==> config.mk <==
export PLATFORM = sky130hd
export DESIGN_NAME = adder_share_arbiter
export DESIGN_NICKNAME = d
export VERILOG_FILES = /design/src/rtl/adder_share_arbiter.sv
export SDC_FILE = /design/constraint.sdc
export NUM_CORES = 1
export LEC_CHECK = 0
export CORE_MARGIN = 4
export CORE_UTILIZATION = 48
export DETAILED_ROUTE_END_ITERATION = 6
export PLACE_DENSITY = 0.85
export SYNTH_ARGS = -nofsm -noshare
export SYNTH_HDL_FRONTEND = slang
export SYNTH_SLANG_ARGS = --single-unit
==> constraint.sdc <==
create_clock -name clk -period 3.4 [get_ports clk]
set_clock_uncertainty 0.1 [all_clocks]
set_input_delay 0.68 -clock clk [delete_from_list [all_inputs] [get_ports clk]]
set_output_delay 0.68 -clock clk [all_outputs]
set_load 0.05 [all_outputs]
==> src/rtl/adder_share_arbiter.sv <==
// Round-robin arbiter sharing one registered W-bit adder among N_REQ requesters.
// Define ADDER_SAT_EN to saturate the sum and report overflow in rsp_sum[W].
module adder_share_arbiter #(
  parameter int N_REQ = 4,
  parameter int W     = 4,
  parameter int IDW   = $clog2(N_REQ)
) (
  input  logic               clk,
  input  logic               rst_n,
  input  logic [N_REQ-1:0]   req_valid,
  input  logic [N_REQ*W-1:0] req_a,
  input  logic [N_REQ*W-1:0] req_b,
  output logic [N_REQ-1:0]   req_ready,
  output logic               rsp_valid,
  input  logic               rsp_ready,
  output logic [IDW-1:0]     rsp_id,
  output logic [W:0]         rsp_sum,
  output logic               busy,
  output logic [7:0]         done_cnt
);

  typedef enum logic [1:0] {IDLE, CALC, RESP} state_t;

  state_t         state, state_nxt;
  logic [IDW-1:0] rr_ptr, grant_id, winner, sel, rr_nxt;
  logic           found;
  logic [W-1:0]   op_a, op_b;
  logic [W:0]     sum_full, sum_res;
  int unsigned    idx;

  // Search upward from rr_ptr, wrapping, for the first pending requester.
  always_comb begin
    winner = '0;
    found  = 1'b0;
    idx    = 0;
    sel    = '0;
    for (int unsigned k = 0; k < unsigned'(N_REQ); k++) begin
      idx = 32'(rr_ptr) + k;
      if (idx >= unsigned'(N_REQ)) idx = idx - unsigned'(N_REQ);
      sel = idx[IDW-1:0];
      if (!found && req_valid[sel]) begin
        found  = 1'b1;
        winner = sel;
      end
    end
  end

  always_comb begin
    req_ready = '0;
    if (state == IDLE && found && rst_n) req_ready[winner] = 1'b1;
  end

  always_comb begin
    state_nxt = state;
    case (state)
      IDLE:    if (found) state_nxt = CALC;
      CALC:    state_nxt = RESP;
      RESP:    if (rsp_ready) state_nxt = IDLE;
      default: state_nxt = IDLE;
    endcase
  end

  always_ff @(posedge clk or negedge rst_n) begin
    if (!rst_n) state <= IDLE;
    else        state <= state_nxt;
  end

  assign busy     = (state != IDLE);
  assign sum_full = {1'b0, op_a} + {1'b0, op_b};
  assign rr_nxt   = (grant_id == IDW'(N_REQ - 1)) ? '0 : grant_id + 1'b1;

`ifdef ADDER_SAT_EN
  // All-ones fill sets the overflow flag and saturates the low W bits together.
  assign sum_res = sum_full[W] ? '1 : sum_full;
`else
  assign sum_res = sum_full;
`endif

  always_ff @(posedge clk or negedge rst_n) begin
    if (!rst_n) begin
      rr_ptr    <= '0;
      grant_id  <= '0;
      op_a      <= '0;
      op_b      <= '0;
      rsp_valid <= 1'b0;
      rsp_id    <= '0;
      rsp_sum   <= '0;
      done_cnt  <= '0;
    end else begin
      case (state)
        IDLE: begin
          if (found) begin
            op_a     <= req_a[32'(winner)*W +: W];
            op_b     <= req_b[32'(winner)*W +: W];
            grant_id <= winner;
          end
        end
        CALC: begin
          rsp_sum   <= sum_res;
          rsp_id    <= grant_id;
          rsp_valid <= 1'b1;
        end
        RESP: begin
          if (rsp_ready) begin
            rsp_valid <= 1'b0;
            done_cnt  <= done_cnt + 8'd1;
            rr_ptr    <= rr_nxt;
          end
        end
        default: ;
      endcase
    end
  end

endmodule

======== Word-level counts from Yosys, hierarchy flattened ========
Index checks and enable logic that the tools add are counted.
word-level totals
  bits of input ports ..................... 39
  output and inout bits ................... 21
  register bits after elaboration ......... 30
cells by class
  reduce and logical (&&, ||, !) cells .... 16
  eq/ne operators ......................... 5
  muxes and demuxes ....................... 29
  add/subtract/negate cells ............... 10
  magnitude comparators ................... 10
  shifts and indexed selects .............. 2
operators by type and width
  cell                 number
  $shiftx 16x5->4      2
  $mux 2               11
  $lt 2x3->1 const B   5
  $mux 1               10
  $ge 3x3->1 const B   3
  $add 8x1->8 const B  1
  $bmux 1 s2           4
  $reduce_and 2->1     4
  $sub 2x1->2 const B  4
  $add 2x2->3 const B  2
  $logic_and 1x1->1    6
  $pmux 2 s3           1
  $add 4x4->5          1
  $eq 2x2->1 const B   2
  $mux 4               1
  $ne 2x2->1 const B   2
  $reduce_bool 2->1    2
  $add 2x1->3 const B  1
  $ge 2x3->1 const B   1
  $logic_not 1->1      3
  $add 2x1->2 const B  1
  $demux 1 s2          1
  $eq 2x1->1 const B   1
  $ge 2x1->1 const B   1
  2 further kinds      2

======== Depth between registers and ports, before layout ========
Gate-level depths: netlist (run 1).
  depth in word-level cells ............... 19
  gate-level depth with buffers ........... 7

======== Worst setup path after synthesis (run 1) ========
OpenSTA, ideal clock, no wires.
  path kind ............................... input port to output port
  start ................................... in req_valid[0]
  end ..................................... out req_ready[2]
  buffers on the path ..................... 2
  setup slack ............................. 0.591 ns
  stages on the path ...................... 6
  arrival ................................. 2.029 ns
  cell sequence ........................... a21oi_1 -> a2bb2oi_1 -> buf_6 -> buf_12 -> inv_1 -> nor2_1
between the ends
  word-level cells in the longest chain between the ends .. 17
  elaborated cells on any way between the ends .. 30
  those cells by class .................... order compare: 2; mux: 19; reduce/logical: 9
RTL lines
  what                                                            RTL line  text
  start, declared                                                 10        input logic [N_REQ-1:0] req_valid,
  $bmux 1 s2                                                      41        if (!found && req_valid[sel]) begin
  $mux 1 (not written as such)                                    41
  $mux 1                                                          41
  $logic_not 1->1                                                 41
  $logic_and 1x1->1                                               41
  $mux 1                                                          41
  $logic_not 1->1                                                 41
  $logic_and 1x1->1                                               41
  $mux 1                                                          41
  $logic_not 1->1                                                 41
  $logic_and 1x1->1                                               41
  $mux 2                                                          41
  $lt 2x3->1 (not written as such) or $ge 2x1->1 (tied branches)  50        if (state == IDLE && found && rst_n) req_ready[winner] = 1'b1;
  $logic_and 1x1->1 (not written as such)                         50
  $mux 1 (not written as such)                                    50
  $demux 1 s2                                                     50
  $mux 4 (*)                                                      50
  end, declared                                                   13        output logic [N_REQ-1:0] req_ready,
Every way passes the cells marked *; elsewhere a longest branch is shown, timed or not. The select of a mux whose other input is x is not followed.

======== Final worst setup path (run 1) ========
  start ................................... in req_valid[1]
  end ..................................... out req_ready[2]
The elaborated chain is that of the path after synthesis.

==> summary.md, run 1 <==
| Metric | Value |
|---|---|
| Post-Synth Adder-Cell Area | 5.714% |
| Final period util | 88.66% |
| Port bufs | 59 |
| TNS Setup | 0 ns |
| Commonest non-fill, non-tap cell in the layout | clkdlybuf4s50_1 |
| Avg Cell Area, Syn | 11.24 um2 |
| Final setup viols | 0 |
| CTS tree | done |
| Post-CTS sizing | 0 |
| Max IR drop VDD | 0.4892 mV |
| Synth Area in XOR/XNOR | 4.737% |
| Vias in the first global route | 1,391 |
| Startpoint Class | input port |
| Die H | 66.88 um |
| Design area | 0.002410 mm2 |
| Final Net Count | 258 |
| Minimum clock period | 3.014 ns |
| Slew HR | 66.89% |
| Share of cells above drive strength 1 | 15.02% |
| Post-route DRC | 0 |
| First-pass GRT wire length | 6.244 mm |
| Worst-path clk slew | 0.08 ns |
| EDFF count, synth | 0 |
| Synth Flop Type | dfrtp_1 |
| Pleak | 1.071 nW |
| Initial DRT Pass Iterations | 4 |
| RD Place Congestion | 0.8167 |
| Clock Latency Late Sink | 0.32 ns |
| Transition time of the tightest slew-check pin | 0.4951 ns |
| Rows | 21 |
| Pwr Density | 890.6 mW/mm2 |
| Vias/cell | 5.081 |
| Mux share of post-synthesis cell area | 12.93% |
| Antenna Cells | 0 |
| Critical Path RT | 2.62 ns |
| Die Width | 66.88 um |
| Yosys warnings | 0 |
| Largest net degree at the start of global routing | 31 |
| Total of max-cap violations | 0 |
| Routed len/inst | 14.56 um |
| Post-Synth Simple-Gate Area | 15.64% |
| Clock sinks | 30 |
| Most frequent cells in the layout | clkdlybuf4s50_1 (55), dfrtp_1 (30), nand2_1 (22) |
| Area grow syn2layout | 44.81% |
| Post-Route WL | 3.771 mm |
| Clock buffer depth | 2 |
| Post-synth top area share | 45.11% |
| Cell area after synthesis | 0.001664 mm2 |
| Largest family of logic cells by synthesized area | simple AND/OR/NAND/NOR gates |
| Crit path cell chain | clkdlybuf4s50_1 > mux2i_1 > and2_4 > or3_4 > nand3_1 > nor2_1 > buf_12 |
| Crit path largest cell delay | 0.53 ns |
| Area leader, netlist | dfrtp_1 |
| Initial DRC Count | 60 |
| Fin. Hold Viols | 0 |
| CP max stage cell | clkdlybuf4s50_1 |
| Post-Syn Instances | 148 |
| Core region area | 0.003337 mm2 |
| Ports | 60 |
| RSZ-0062 raised after global routing | no |
| Setup Buffers After CTS | 0 |
| Crit path DAT | 2.23 ns |
| GR Overflow Total | 0 |
| Compound-Gate Fraction of Synth Area | 12.26% |
| Syn_nets | 194 |
| Total power | 0.002146 W |
| Area contributors post-synth | dfrtp_1 (45%), mux2i_1 (10%), o221ai_2 (7.2%) |
| HPWL Detailed | 3.100 mm |
| Hold Path Class | reg -> reg |
| Total number of vias | 1,316 |
| Number of library cell types mapped by synthesis | 34 |
| Cts hold-fix bufs | 0 |
| TritonCTS Buffers | 5 |
| Post-synth ARST share | 100.0% |
| Register area share after synthesis | 45.11% |
| Flops & latches, synth | 30 |
| Post-DP Area | 0.002335 mm2 |
| Antenna viol nets, final | 0 |
| H-tree Lvls | 2 |
| # fillers | 260 |
| Total die area | 0.004473 mm2 |
| Initial antenna violation count | 0 |
| CP max FO | 5 |
| Initial core utilization | 49.87% |
| Clock root buffer | clkbuf_4 |
| Total track usage | 18.78% |
| WS Path Type | in -> out |
| Max Freq | 331.7 MHz |
| Endpoint class of the critical path | output port |
| Status | complete, no violations |
| Max-slew violations | 0 |
==> state kept, by name, indices dropped and copies added (netlist names) <==
register / cells
rsp_sum: 5
state: 2
op_a: 4
grant_id: 2
rsp_valid: 1
rr_ptr: 2
done_cnt: 8
rsp_id: 2
op_b: 4
==> worst max-delay path, delay by kind of cell <==
| family | cells | cell delay (ns) |
|---|---|---|
| buf+inv | 2 | 0.68 |
| mux | 1 | 0.09 |
| simple gates | 4 | 0.78 |
==> cells by family after synthesis <==
family / after synthesis
buf+inv: 9
compound gates: 23
mux: 21
simple gates: 49
fa+ha+maj: 7
flops: 30
xor+xnor: 9
==> cell usage after synthesis (2+ instances only) <==
| library cell | n |
|---|---|
| nand3b_1 | 2 |
| ha_1 | 6 |
| mux2i_1 | 17 |
| clkbuf_1 | 2 |
| xnor2_1 | 5 |
| o21ai_0 | 5 |
| nand2b_1 | 2 |
| nand2_1 | 22 |
| a21o_1 | 2 |
| mux2_2 | 4 |
| nand3_1 | 6 |
| o221ai_2 | 8 |
| dfrtp_1 | 30 |
| xor2_1 | 4 |
| a21oi_1 | 6 |
| inv_1 | 4 |
| nor2_1 | 6 |
==> final cells by class <==
class	count	area, um2	share of cell area, %
Tap cell	46	57.56	2.388
Timing Repair Buffer	61	645.6	26.79
Clock inverter	1	30.03	1.246
Inverter	5	21.27	0.8827
Clock buffer	7	45.04	1.869
Sequential cell	30	750.7	31.15
Multi-Input combinational cell	109	859.6	35.67
==> through the flow <==
stage,util (%),cells,setup slack [ns],hold WS (ns)
2_1_floorplan,-,148,0.5905,0.2844
3_3_place_gp,69.97,251,0.4316,0.3604
3_5_place_dp,69.97,251,0.3785,0.3789
4_1_cts,72.22,259,0.3758,0.3910
5_1_grt,72.22,259,0.2495,0.4126
6_report,72.22,259,0.3857,0.3839
==> where the power goes <==
group | leakage [nW] | internal, W | switching (W)
Clock | 0.0395 | 0.000156 | 0.000115
Sequential | 0.376 | 0.000511 | 0.000124
Combinational | 0.655 | 0.000523 | 0.000718
Total | 1.07 | 0.00119 | 0.000956
==> layer usage <==
layer | up-vias | track usage [%] | wire length (um)
met2 | 30 | 33.66 | 2073
met4 | 0 | 8.354 | 84
li1 | 655 | - | -
met1 | 625 | 21.54 | 1466
met5 | - | 0 | 0
met3 | 6 | 3.373 | 146
==> final timing paths <==
kind	cells past startpoint	end	slack [ns]	from
min in group asynchronous	2	done_cnt[0]	0.72	rst_n
min reg2reg	1	done_cnt[7]	0.38	done_cnt[7]
min	1	done_cnt[7]	0.38	done_cnt[7]
max reg2reg	6	op_a[0]	1.52	rr_ptr[1]
max	7	req_ready[2]	0.39	req_valid[1]
max in group asynchronous	2	rsp_sum[3]	2.20	rst_n
Power figures use the tool's default switching activity.
==> inputs of run 2 (changes only) <==
- SETUP_SLACK_MARGIN: default -> 0.5
==> run 2 against run 1 <==
  * Clock power hardly changed
  * Cell count up 0.39%
  * Fmax rose by 3.8%
  * Combinational power up 6%
  * Global-route usage up 0.57 points
  * Worst hold slack barely moved
  * Sequential cell count stayed put
  * Largest power group unchanged
  * Critical path depth unchanged
==> summary.md, run 2 (synthesis gave the netlist of run 1 again) <==
| Metric | Value |
|---|---|
| Routed len/inst | 15.24 um |
| Final setup viols | 0 |
| Vias in the first global route | 1,421 |
| Core region area | 0.003337 mm2 |
| Initial antenna violation count | 0 |
| Antenna Cells | 0 |
| TNS Setup | 0 ns |
| Total of max-cap violations | 0 |
| Max-slew violations | 0 |
| Initial DRT Pass Iterations | 4 |
| CP max stage cell | clkdlybuf4s50_1 |
| Minimum clock period | 2.903 ns |
| Top flop regs | done_cnt (8), rsp_sum (5) |
| Max IR drop VDD | 0.5418 mV |
| RSZ-0062 raised after global routing | yes |
| # fillers | 249 |
| Largest net degree at the start of global routing | 31 |
| Vias/cell | 5.177 |
| Initial core utilization | 49.87% |
| Transition time of the tightest slew-check pin | 0.4951 ns |
| Crit path cell chain | clkdlybuf4s50_1 > nor4_1 > or2_4 > inv_4 > nand3_4 > nor2_4 > buf_12 |
| Port bufs | 59 |
| Clock sinks | 30 |
| TritonCTS Buffers | 5 |
| Rows | 21 |
| Crit path largest cell delay | 0.53 ns |
| Ports | 60 |
| Hold Path Class | reg -> reg |
| Pwr Density | 887.3 mW/mm2 |
| Endpoint class of the critical path | output port |
| Most flop-heavy register | done_cnt |
| Total number of vias | 1,346 |
| H-tree Lvls | 2 |
| Buf/Inv on CP | 3 |
| Pleak | 1.106 nW |
| Met1 GRT Util | 21.86% |
| Total track usage | 19.35% |
| Slew HR | 66.89% |
| Area occupied by registers | 750.7 um2 |
| Max Freq | 344.5 MHz |
| Die H | 66.88 um |
| CTS tree | done |
| GR Util met3 | 3.373% |
| GR Overflow Total | 0 |
| Largest register FFs | 8 |
| Design area | 0.002502 mm2 |
| Multi-input combinational cell area | 940.9 um2 |
| Initial DRC Count | 65 |
| Worst-path clk slew | 0.08 ns |
| CP max FO | 5 |
| Total die area | 0.004473 mm2 |
| WS Path Type | in -> out |
| Final Net Count | 259 |
| Startpoint Class | input port |
| Clock buffer depth | 2 |
| Antenna viol nets, final | 0 |
| Post-DP Area | 0.002335 mm2 |
| Global routing's busiest layer | met2 |
| GR Layer Usage met2 | 34.90% |
| Crit path DAT | 2.12 ns |
| Die Width | 66.88 um |
| Clock root buffer | clkbuf_4 |
| Share of cells above drive strength 1 | 19.16% |
| RD Place Congestion | 0.8167 |
| Most frequent cells in the layout | clkdlybuf4s50_1 (52), dfrtp_1 (30), nand2_1 (22) |
| CP delay by family, top | buffers and inverters |
| HPWL Detailed | 3.100 mm |
| Total power | 0.002220 W |
| Fin. Hold Viols | 0 |
| Post-Route WL | 3.962 mm |
| Critical Path RT | 2.62 ns |
| Post-route DRC | 0 |
| Cts hold-fix bufs | 0 |
| Final period util | 85.39% |
| Clock Latency Late Sink | 0.32 ns |
| Area grow syn2layout | 50.38% |
| First-pass GRT wire length | 6.437 mm |
| Status | complete, no violations |
| Commonest non-fill, non-tap cell in the layout | clkdlybuf4s50_1 |
## run 2: changes by cell type in the layout (fill, tap and decap cells not counted), moves of 2 or more
| cell | previous run | this run |
|---|---|---|
| nand3_1 | 6 | 4 |
| nand3_4 | 0 | 2 |
| nor2_1 | 6 | 2 |
| clkdlybuf4s50_1 | 55 | 52 |
| nor2_4 | 0 | 4 |
| dlymetal6s2s_1 | 0 | 2 |
## run 2: metal layers
metal | vias to the layer above | part of all wire [%]
li1 | 661 | -
met3 | 9 | 3.7
met4 | 0 | 2.5
met2 | 33 | 56
met1 | 643 | 37
met5 | - | 0
## run 2: worst paths after layout
kind	startpoint	end	slack, ns	cells past startpoint
setup / recovery	req_valid[3]	req_ready[2]	0.50	7
hold / removal	done_cnt[7]	done_cnt[7]	0.38	1
setup reg to reg	rr_ptr[0]	op_a[0]	1.35	6
hold reg to reg	done_cnt[7]	done_cnt[7]	0.38	1
max in group asynchronous	rst_n	rsp_sum[3]	2.06	2
min in group asynchronous	rst_n	done_cnt[2]	0.85	2
## run 2: repair_timing
item | 4_1_cts | 5_1_grt
setup endpoints to repair | 4 | 4
buffers inserted | 1 | 0
pin swaps | 2 | 3
resized for setup | 9 | 10
## run 2: layout make-up
cell class	count	area share, %
clock buffer	7	1.800
clock inverter	1	1.200
inverter	5	0.8500
multi-input combinational	109	37.60
sequential	30	30.00
tap	46	2.300
timing repair buffer	62	26.25
## run 2: per-stage QoR
stage / util, % / hold WS (ns) / worst slack [ns] / std cells
global placement: 69.97 / 0.3604 / 0.4316 / 251
global route: 74.99 / 0.4126 / 0.4516 / 260
finish: 74.99 / 0.3839 / 0.4968 / 260
CTS: 73.27 / 0.3910 / 0.5011 / 260
floorplan: - / 0.2844 / 0.5905 / 148
detailed placement: 69.97 / 0.3789 / 0.3785 / 251
## run 2: worst reg2reg max path, delay by kind of cell (launching register included)
kind	cells	cell delay, ns
DFF	1	0.44
AOI/OAI and AO/OA	3	0.64
buffers and inverters	2	0.41
muxes	1	0.34
## run 2: power by group
group,switching [W],internal (W),leakage (nW)
logic,0.000757,0.000552,0.690
registers,0.000132,0.000510,0.376
clock network,0.000114,0.000156,0.0395
total,0.00100,0.00122,1.11
